==> src/rtl/fanout_pkg.sv <==
// Shared types and default sizing for the one-to-many stream fork.
package fanout_pkg;

   typedef enum logic {
      FORK_LAZY  = 1'b0,
      FORK_EAGER = 1'b1
   } fork_mode_e;

   localparam int MAX_OUT            = 32;
   localparam int DEF_NUM_OUT        = 9;
   localparam int DEF_DATA_WIDTH     = 17;
   localparam int DEF_CNT_WIDTH      = 16;

endpackage

==> src/rtl/fanout_fork_chan.sv <==
// One consumer lane of the fork: tracks eager acceptance and produces the
// lane's valid and its contribution to the token-retire condition.
module fanout_fork_chan
   import fanout_pkg::*;
(
   input  logic       clk,
   input  logic       reset,
   input  logic       i_buf_valid,
   input  logic       i_act,
   input  fork_mode_e i_mode,
   input  logic       i_all_done,
   input  logic       i_retire,
   input  logic       i_ready,
   output logic       o_valid,
   output logic       o_done
);

   logic r_taken;

   // Lazy lanes fire together once every active lane is ready; eager lanes fire until taken.
   always_comb begin
      if (i_mode == FORK_EAGER) o_valid = i_buf_valid & i_act & ~r_taken;
      else                      o_valid = i_buf_valid & i_act & i_all_done;
   end

   assign o_done = ~i_act | r_taken | i_ready;

   always_ff @(posedge clk) begin
      if (reset)                                         r_taken <= 1'b0;
      else if (i_retire)                                 r_taken <= 1'b0;
      else if (i_mode == FORK_EAGER && o_valid && i_ready) r_taken <= 1'b1;
   end

endmodule

==> src/rtl/fanout_fork.sv <==
// Registered one-to-many stream fork: a one-entry holding register broadcast
// to NUM_OUT lanes under a per-token latched mask, with a retired-token count.
module fanout_fork
   import fanout_pkg::*;
#(
   parameter int NUM_OUT    = DEF_NUM_OUT,
   parameter int DATA_WIDTH = DEF_DATA_WIDTH,
   parameter int CNT_WIDTH  = DEF_CNT_WIDTH
) (
   input  logic                  clk,
   input  logic                  reset,
   input  logic [NUM_OUT-1:0]    cfg_en,
   input  logic [NUM_OUT-1:0]    cfg_sel,
   input  logic                  cfg_eager,
   input  logic [DATA_WIDTH-1:0] in_data,
   input  logic                  in_valid,
   output logic                  in_ready,
   output logic [DATA_WIDTH-1:0] out_data,
   output logic [NUM_OUT-1:0]    out_valid,
   input  logic [NUM_OUT-1:0]    out_ready,
   output logic [CNT_WIDTH-1:0]  tok_count
);

   logic                  r_buf_valid;
   logic [DATA_WIDTH-1:0] r_buf_data;
   logic [NUM_OUT-1:0]    r_act;
   fork_mode_e            r_mode;
   logic [CNT_WIDTH-1:0]  r_cnt;

   logic [NUM_OUT-1:0]    w_done;
   logic                  w_all_done;
   logic                  w_retire;
   logic                  w_load;

   assign w_all_done = &w_done;
   assign w_retire   = r_buf_valid & w_all_done;
   assign in_ready   = ~reset & (~r_buf_valid | w_retire);
   assign w_load     = in_valid & in_ready;

   assign out_data   = r_buf_data;
   assign tok_count  = r_cnt;

   for (genvar g = 0; g < NUM_OUT; g++) begin : g_chan
      fanout_fork_chan u_chan (
         .clk         (clk),
         .reset       (reset),
         .i_buf_valid (r_buf_valid),
         .i_act       (r_act[g]),
         .i_mode      (r_mode),
         .i_all_done  (w_all_done),
         .i_retire    (w_retire),
         .i_ready     (out_ready[g]),
         .o_valid     (out_valid[g]),
         .o_done      (w_done[g])
      );
   end

   // NOTE: sequential state uses non-blocking assignments only, so every register samples pre-edge values.
   always_ff @(posedge clk) begin
      if (reset) begin
         r_buf_valid <= 1'b0;
         r_buf_data  <= '0;
         r_act       <= '0;
         r_mode      <= FORK_LAZY;
         r_cnt       <= '0;
      end else begin
         if (w_load) begin
            r_buf_valid <= 1'b1;
            r_buf_data  <= in_data;
            r_act       <= cfg_en & cfg_sel;
            r_mode      <= fork_mode_e'(cfg_eager);
         end else if (w_retire) begin
            r_buf_valid <= 1'b0;
         end
         if (w_retire && r_cnt != '1) r_cnt <= r_cnt + CNT_WIDTH'(1);
      end
   end

endmodule

==> config.mk <==
export PLATFORM = sky130hd
export DESIGN_NAME = fanout_fork
export DESIGN_NICKNAME = d
export VERILOG_FILES = /design/src/rtl/fanout_pkg.sv /design/src/rtl/fanout_fork_chan.sv /design/src/rtl/fanout_fork.sv
export SDC_FILE = /design/constraint.sdc
export NUM_CORES = 1
export LEC_CHECK = 0
export ABC_CLOCK_PERIOD_IN_PS = 2100
export BUFFER_PORTS_ARGS = -buffer_cell sky130_fd_sc_hd__buf_2
export CORE_MARGIN = 1.5
export CORE_UTILIZATION = 45
export CTS_BUF_LIST = sky130_fd_sc_hd__clkbuf_4 sky130_fd_sc_hd__clkbuf_8 sky130_fd_sc_hd__clkbuf_16
export CTS_CLUSTER_DIAMETER = 40
export DETAILED_ROUTE_END_ITERATION = 8
export PLACE_DENSITY = 0.76
export SLEW_MARGIN = 10
export SYNTH_ARGS = -nofsm -noshare
export SYNTH_HDL_FRONTEND = slang
export SYNTH_HIERARCHICAL = 1
export SYNTH_SLANG_ARGS = --single-unit
==> constraint.sdc <==
create_clock -name clk -period 2.1 [get_ports clk]
set_input_delay 0.315 -clock clk [delete_from_list [all_inputs] [get_ports clk]]
set_output_delay 0.315 -clock clk [all_outputs]
set_load 0.05 [all_outputs]
# Word-level counts from Yosys, hierarchy flattened
# Cells that the tools add are included.
# totals
output_inout_bits	43
in_bits	48
wordCells	119
regBits	53
# classes
bitwise_logic	70
mux	11
reduce_logical	22
eq_ne	1
addsub	1
# ops
op	n
AND 1 bit	30
NOT 1 bit	20
logical AND 1 bit	19
bitwise OR 1 bit	19
adder 16 x 1 -> 16 bit, second input constant	1
inequality test 16 bit, second input constant	1
2-to-1 mux 1 bit	11
AND 9 bit	1
AND reduction 9 bit	1
nonzero test 2 bit	1
OR reduction 2 bit	1

# Longest topological paths before layout
# logic_depth
word_depth	9
mapped_depth	7

# Cells and area by module
# Netlist, hierarchy kept.
# modules_own_cells
module	seq_area_each_um2	cells_each	area_each_um2	instances
fanout_fork	880.8	209	1984.4	1
fanout_fork_chan	20.0	8	63.8	9

# Worst setup path before layout
# OpenSTA, ideal clock, no wires.
# synth_path
path_type	register to output
from	reg r_act[8]
to	out out_valid[0]
n_path_buf	0
setup_slack_ns	-0.301
t_arrival_ns	2.086
path_stages_with_launch	6
cell_sequence	dfxtp_1 -> or3b_1 -> nand4_2 -> nor3_1 -> nand2b_1 -> a21oi_1
# synth_between
elab_chain_cells	6
# synth_rtl
element	line_no	rtl
from (decl)	fanout_fork.sv:26	logic [NUM_OUT-1:0] r_act;
from (signal assigned)	fanout_fork.sv:70	r_act <= cfg_en & cfg_sel;
NOT 1 bit	fanout_fork_chan.sv:26	assign o_done = ~i_act | r_taken | i_ready;
bitwise OR 1 bit (2 in series)	fanout_fork_chan.sv:26	
via w_done[8]	fanout_fork.sv:30	logic [NUM_OUT-1:0] w_done;
AND reduction 9 bit	fanout_fork.sv:35	assign w_all_done = &w_done;
via w_all_done	fanout_fork.sv:31	logic w_all_done;
AND 1 bit	fanout_fork_chan.sv:23	else o_valid = i_buf_valid & i_act & i_all_done;
2-to-1 mux 1 bit	fanout_fork_chan.sv:22	if (i_mode == FORK_EAGER) o_valid = i_buf_valid & i_act & ~r_taken;
to (decl)	fanout_fork.sv:19	output logic [NUM_OUT-1:0] out_valid,
# The timed path passes the listed nets, and every way through them passes these cells.

# Final worst setup path
# layout_path
from	reg r_act[1]
to	out out_valid[6]
# Same word-level chain as after synthesis.

==> results.toml <==
[outcome]
status = "complete, but fails checks"
violations = "setup timing"

[detailed_routing]
drtPass1Iterations = 4
wl_met1_microns = 2841
wire_per_inst_microns = 14.08
wl_met2_microns = 3172
wl_met3_microns = 437
wirelength_microns = 6534
drt_iter0_drc = 112
drt.antenna.violating_nets = 0
drc = 0
top_layer_used = "met4"
vias_per_cell = 5.483
vias = 2544

[clocking]
cts_tree = "done"
cts-root-buf = "clkbuf_8"
h-tree-depth = 2
cts.path.max_buffers = 2
cts_made_buffers = 5
insertion_delay_ps = 310
clkSlewWorstSetupHoldPaths_ps = 110
clock_sinks = 53

[grt]
grt_max_degree = 31
grt_pass1_vias = 2368
grt_usage_pct = 21.62
grt_pass1_wl_microns = 10580
grt_antenna_before_repair = 0
grt_overflow = 0

[min_path]
hold-path-endpoint = "out_data[11]"
holdPathStages = 2
min_from = "in_data[11]"
hp-class = "in2reg"

[timing]
fin_tns_setup_ps = -397.7
setup_viol = 9
tightest_slew_ps = 436.4
period_minus_slack_ps = 2182
fin_ws_ps = -81.97
rsz0062_at_grt = "true"
maxSlewViolCount = 0
finClkSkew_ps = 13.74
timing.fmax_mhz = 458.3
hold_viol_final = 0
relSlewSlack_pct = 70.78
period_share_pct = 103.9

[placement]
io_buffers = 90
dpl.cell_count = 452
place_hpwl_microns = 4511
gp_congestion = 0.8096

[worst_setup_path]
reg2reg_to = "tok_count[14]"
crit_arrival_ps = 1870
critPathCaptureType = "primary output"
r2r_start = "r_act[1]"
critPathLaunchType = "flop"
cp-startpoint = "r_act[1]"
cp_max_fo = 5
ff2ff_path_depth = 6
worstSetupPathType = "reg2out"
cp_data_required_time_ps = 1780
regToRegSetupSlack_ps = 10

[logic_synthesis]
syn_inst = 281
syn_area_per_cell_sq_um = 9.106
yosysSeqAreaShare_pct = 41.47
yosys_register_bits = 53
synthesis.area_sq_um = 2559
yosysUniqueCellTypes = 33
yosys_warnings = 6
synth_nets = 330

[floorplanning]
design.portCount = 91
core_area_sq_um = 5507
rows = 27
chipWidth_microns = 78.41
dieArea_sq_um = 6147
start_util_pct = 46.47
dieHeight_microns = 78.41

[pwr]
p_leak_nw = 1.488
p_per_area_nw_per_um2 = 612.2
power.total_mw = 2.152
peakVddDrop_mv = 0.4186

[final_layout]
fin_cells = 464
final_core_util_pct = 63.85
drive_above_1_share_pct = 44.13
nNetsFinal = 440
nFillCells = 485
area_growth_pct = 37.41
antenna_cells = 0

[run]
cap_violations = 0
==> layer usage <==
| layer | GRT usage, % | vias to the layer above |
|---|---|---|
| met5 | 0 | - |
| met1 | 26.74 | 1193 |
| li1 | - | 1269 |
| met4 | 6.786 | 0 |
| met2 | 37.13 | 75 |
| met3 | 5.116 | 7 |
==> worst max path at each step <==
stage | endpoint | slack (ps) | depth (start not counted)
after CTS | out_valid[5] | -50 | 8
after global routing | out_valid[6] | -170 | 8
after detailed placement | tok_count[15] | -20 | 6
final | out_valid[6] | -80 | 8
after floorplan | tok_count[1] | 4 | 7
after global placement | tok_count[15] | 30 | 6
==> kinds of logic (layout without fill, tap and decap cells) <==
logic type | count (synthesis) | after routing | share of synthesized area (%)
compound gates | 61 | 61 | 14.67
flops | 53 | 53 | 41.47
mux | 23 | 23 | 9.927
simple gates | 126 | 126 | 30.37
buf+inv | 17 | 128 | 3.080
fa+ha+maj | 1 | 1 | 0.4889
==> state kept, by name (all words and copies together), names as in the netlist <==
name and flops:
out_data 17, r_act 9, g_chan.u_chan/r_taken 9, r_buf_valid 1, tok_count 16, r_mode 1
==> report_power, final <==
group	total [mW]	internal [mW]	leakage [nW]	switching, mW
sequential	1.07	1.05	0.436	0.0198
combinational	0.487	0.188	1.00	0.299
clock	0.599	0.244	0.0487	0.356
total	2.15	1.48	1.49	0.674
==> cell type report <==
cell class	instances	area (sq um)	area share, %
Clock buffer	5	68.82	1.957
Inverter	3	11.26	0.3203
Multi-Input combinational cell	211	1505	42.81
Timing Repair Buffer	117	743.2	21.14
Clock inverter	3	26.28	0.7473
Tap cell	72	90.09	2.562
Sequential cell	53	1071	30.46
==> layout by cell type (no fill, tap or decap) <==
master / Yosys / layout
buf_4: 1 / 22
inv_6: 0 / 1
dfxtp_2: 0 / 8
a41oi_1: 9 / 9
nor2_1: 4 / 3
mux2i_1: 4 / 4
o31a_1: 1 / 1
o211ai_1: 1 / 1
nand3b_1: 1 / 1
nor4b_2: 1 / 1
or3_1: 3 / 3
nor3_4: 0 / 1
nand4_2: 1 / 1
nor2b_1: 20 / 20
o21ai_0: 9 / 9
clkbuf_8: 0 / 5
a21oi_1: 29 / 17
buf_6: 1 / 14
buf_2: 3 / 80
a21oi_2: 0 / 12
nand3_1: 7 / 6
and3_1: 2 / 2
buf_12: 0 / 1
and4_1: 3 / 3
nand3_2: 0 / 1
nand4_1: 11 / 11
or4_4: 1 / 3
or3b_1: 9 / 9
dfxtp_1: 53 / 45
ha_1: 1 / 1
nand2_1: 18 / 18
nor2_2: 0 / 1
o31ai_1: 12 / 12
nor3_1: 10 / 9
mux2_2: 19 / 19
inv_1: 3 / 3
clkinv_4: 0 / 2
nor4_4: 0 / 1
or4_1: 11 / 9
nand2b_1: 23 / 23
==> Yosys cell counts <==
cell type / n / area share, %
a21oi_1: 29 / 5.7
o211ai_1: 1 / 0.29
or3_1: 3 / 0.73
buf_2: 3 / 0.59
o31a_1: 1 / 0.34
mux2_2: 19 / 8.4
nand4_1: 11 / 2.7
nand3_1: 7 / 1.4
mux2i_1: 4 / 1.6
nor2_1: 4 / 0.59
nor4b_2: 1 / 0.59
and3_1: 2 / 0.49
ha_1: 1 / 0.49
a41oi_1: 9 / 3.1
inv_1: 3 / 0.44
nand3b_1: 1 / 0.29
buf_6: 1 / 0.44
dfxtp_1: 53 / 41
o31ai_1: 12 / 3.5
buf_1: 1 / 0.15
or4_4: 1 / 0.44
or4_1: 11 / 3.2
or3b_1: 9 / 3.1
nand2b_1: 23 / 5.6
o21ai_0: 9 / 1.8
nand4_2: 1 / 0.49
nor4_1: 1 / 0.24
buf_4: 1 / 0.29
clkbuf_1: 8 / 1.2
nor3_1: 10 / 2.0
nor2b_1: 20 / 4.9
and4_1: 3 / 1.0
nand2_1: 18 / 2.6
==> critical path, stage by stage, from the launching register on <==
cell and delay [ps]:
dfxtp_1 320, or3b_1 180, nand3_2 100, buf_6 140, nor3_4 220, buf_6 160
nand2b_1 70, a21oi_2 180, buf_6 180
==> repair_timing <==
action / in CTS / in global routing
endpoints found under the setup margin: 10 / 24
gates cloned: 1 / 0
setup buffers: 3 / 0
hold buffers: 0 / 0
resized for setup: 30 / 12
pin swaps: 6 / 6
==> through the flow <==
stage | setup slack, ps | hold slack (ps) | cell area (sq um)
after floorplan | 3.509 | 391.8 | 2600
after global placement | 26.86 | 473.4 | 3258
after detailed placement | -20.83 | 487.8 | 3258
after CTS | -51.79 | 208.8 | 3485
after global routing | -166.3 | 204.7 | 3516
final | -81.97 | 215.6 | 3516
(Power assumes the default switching activity.)
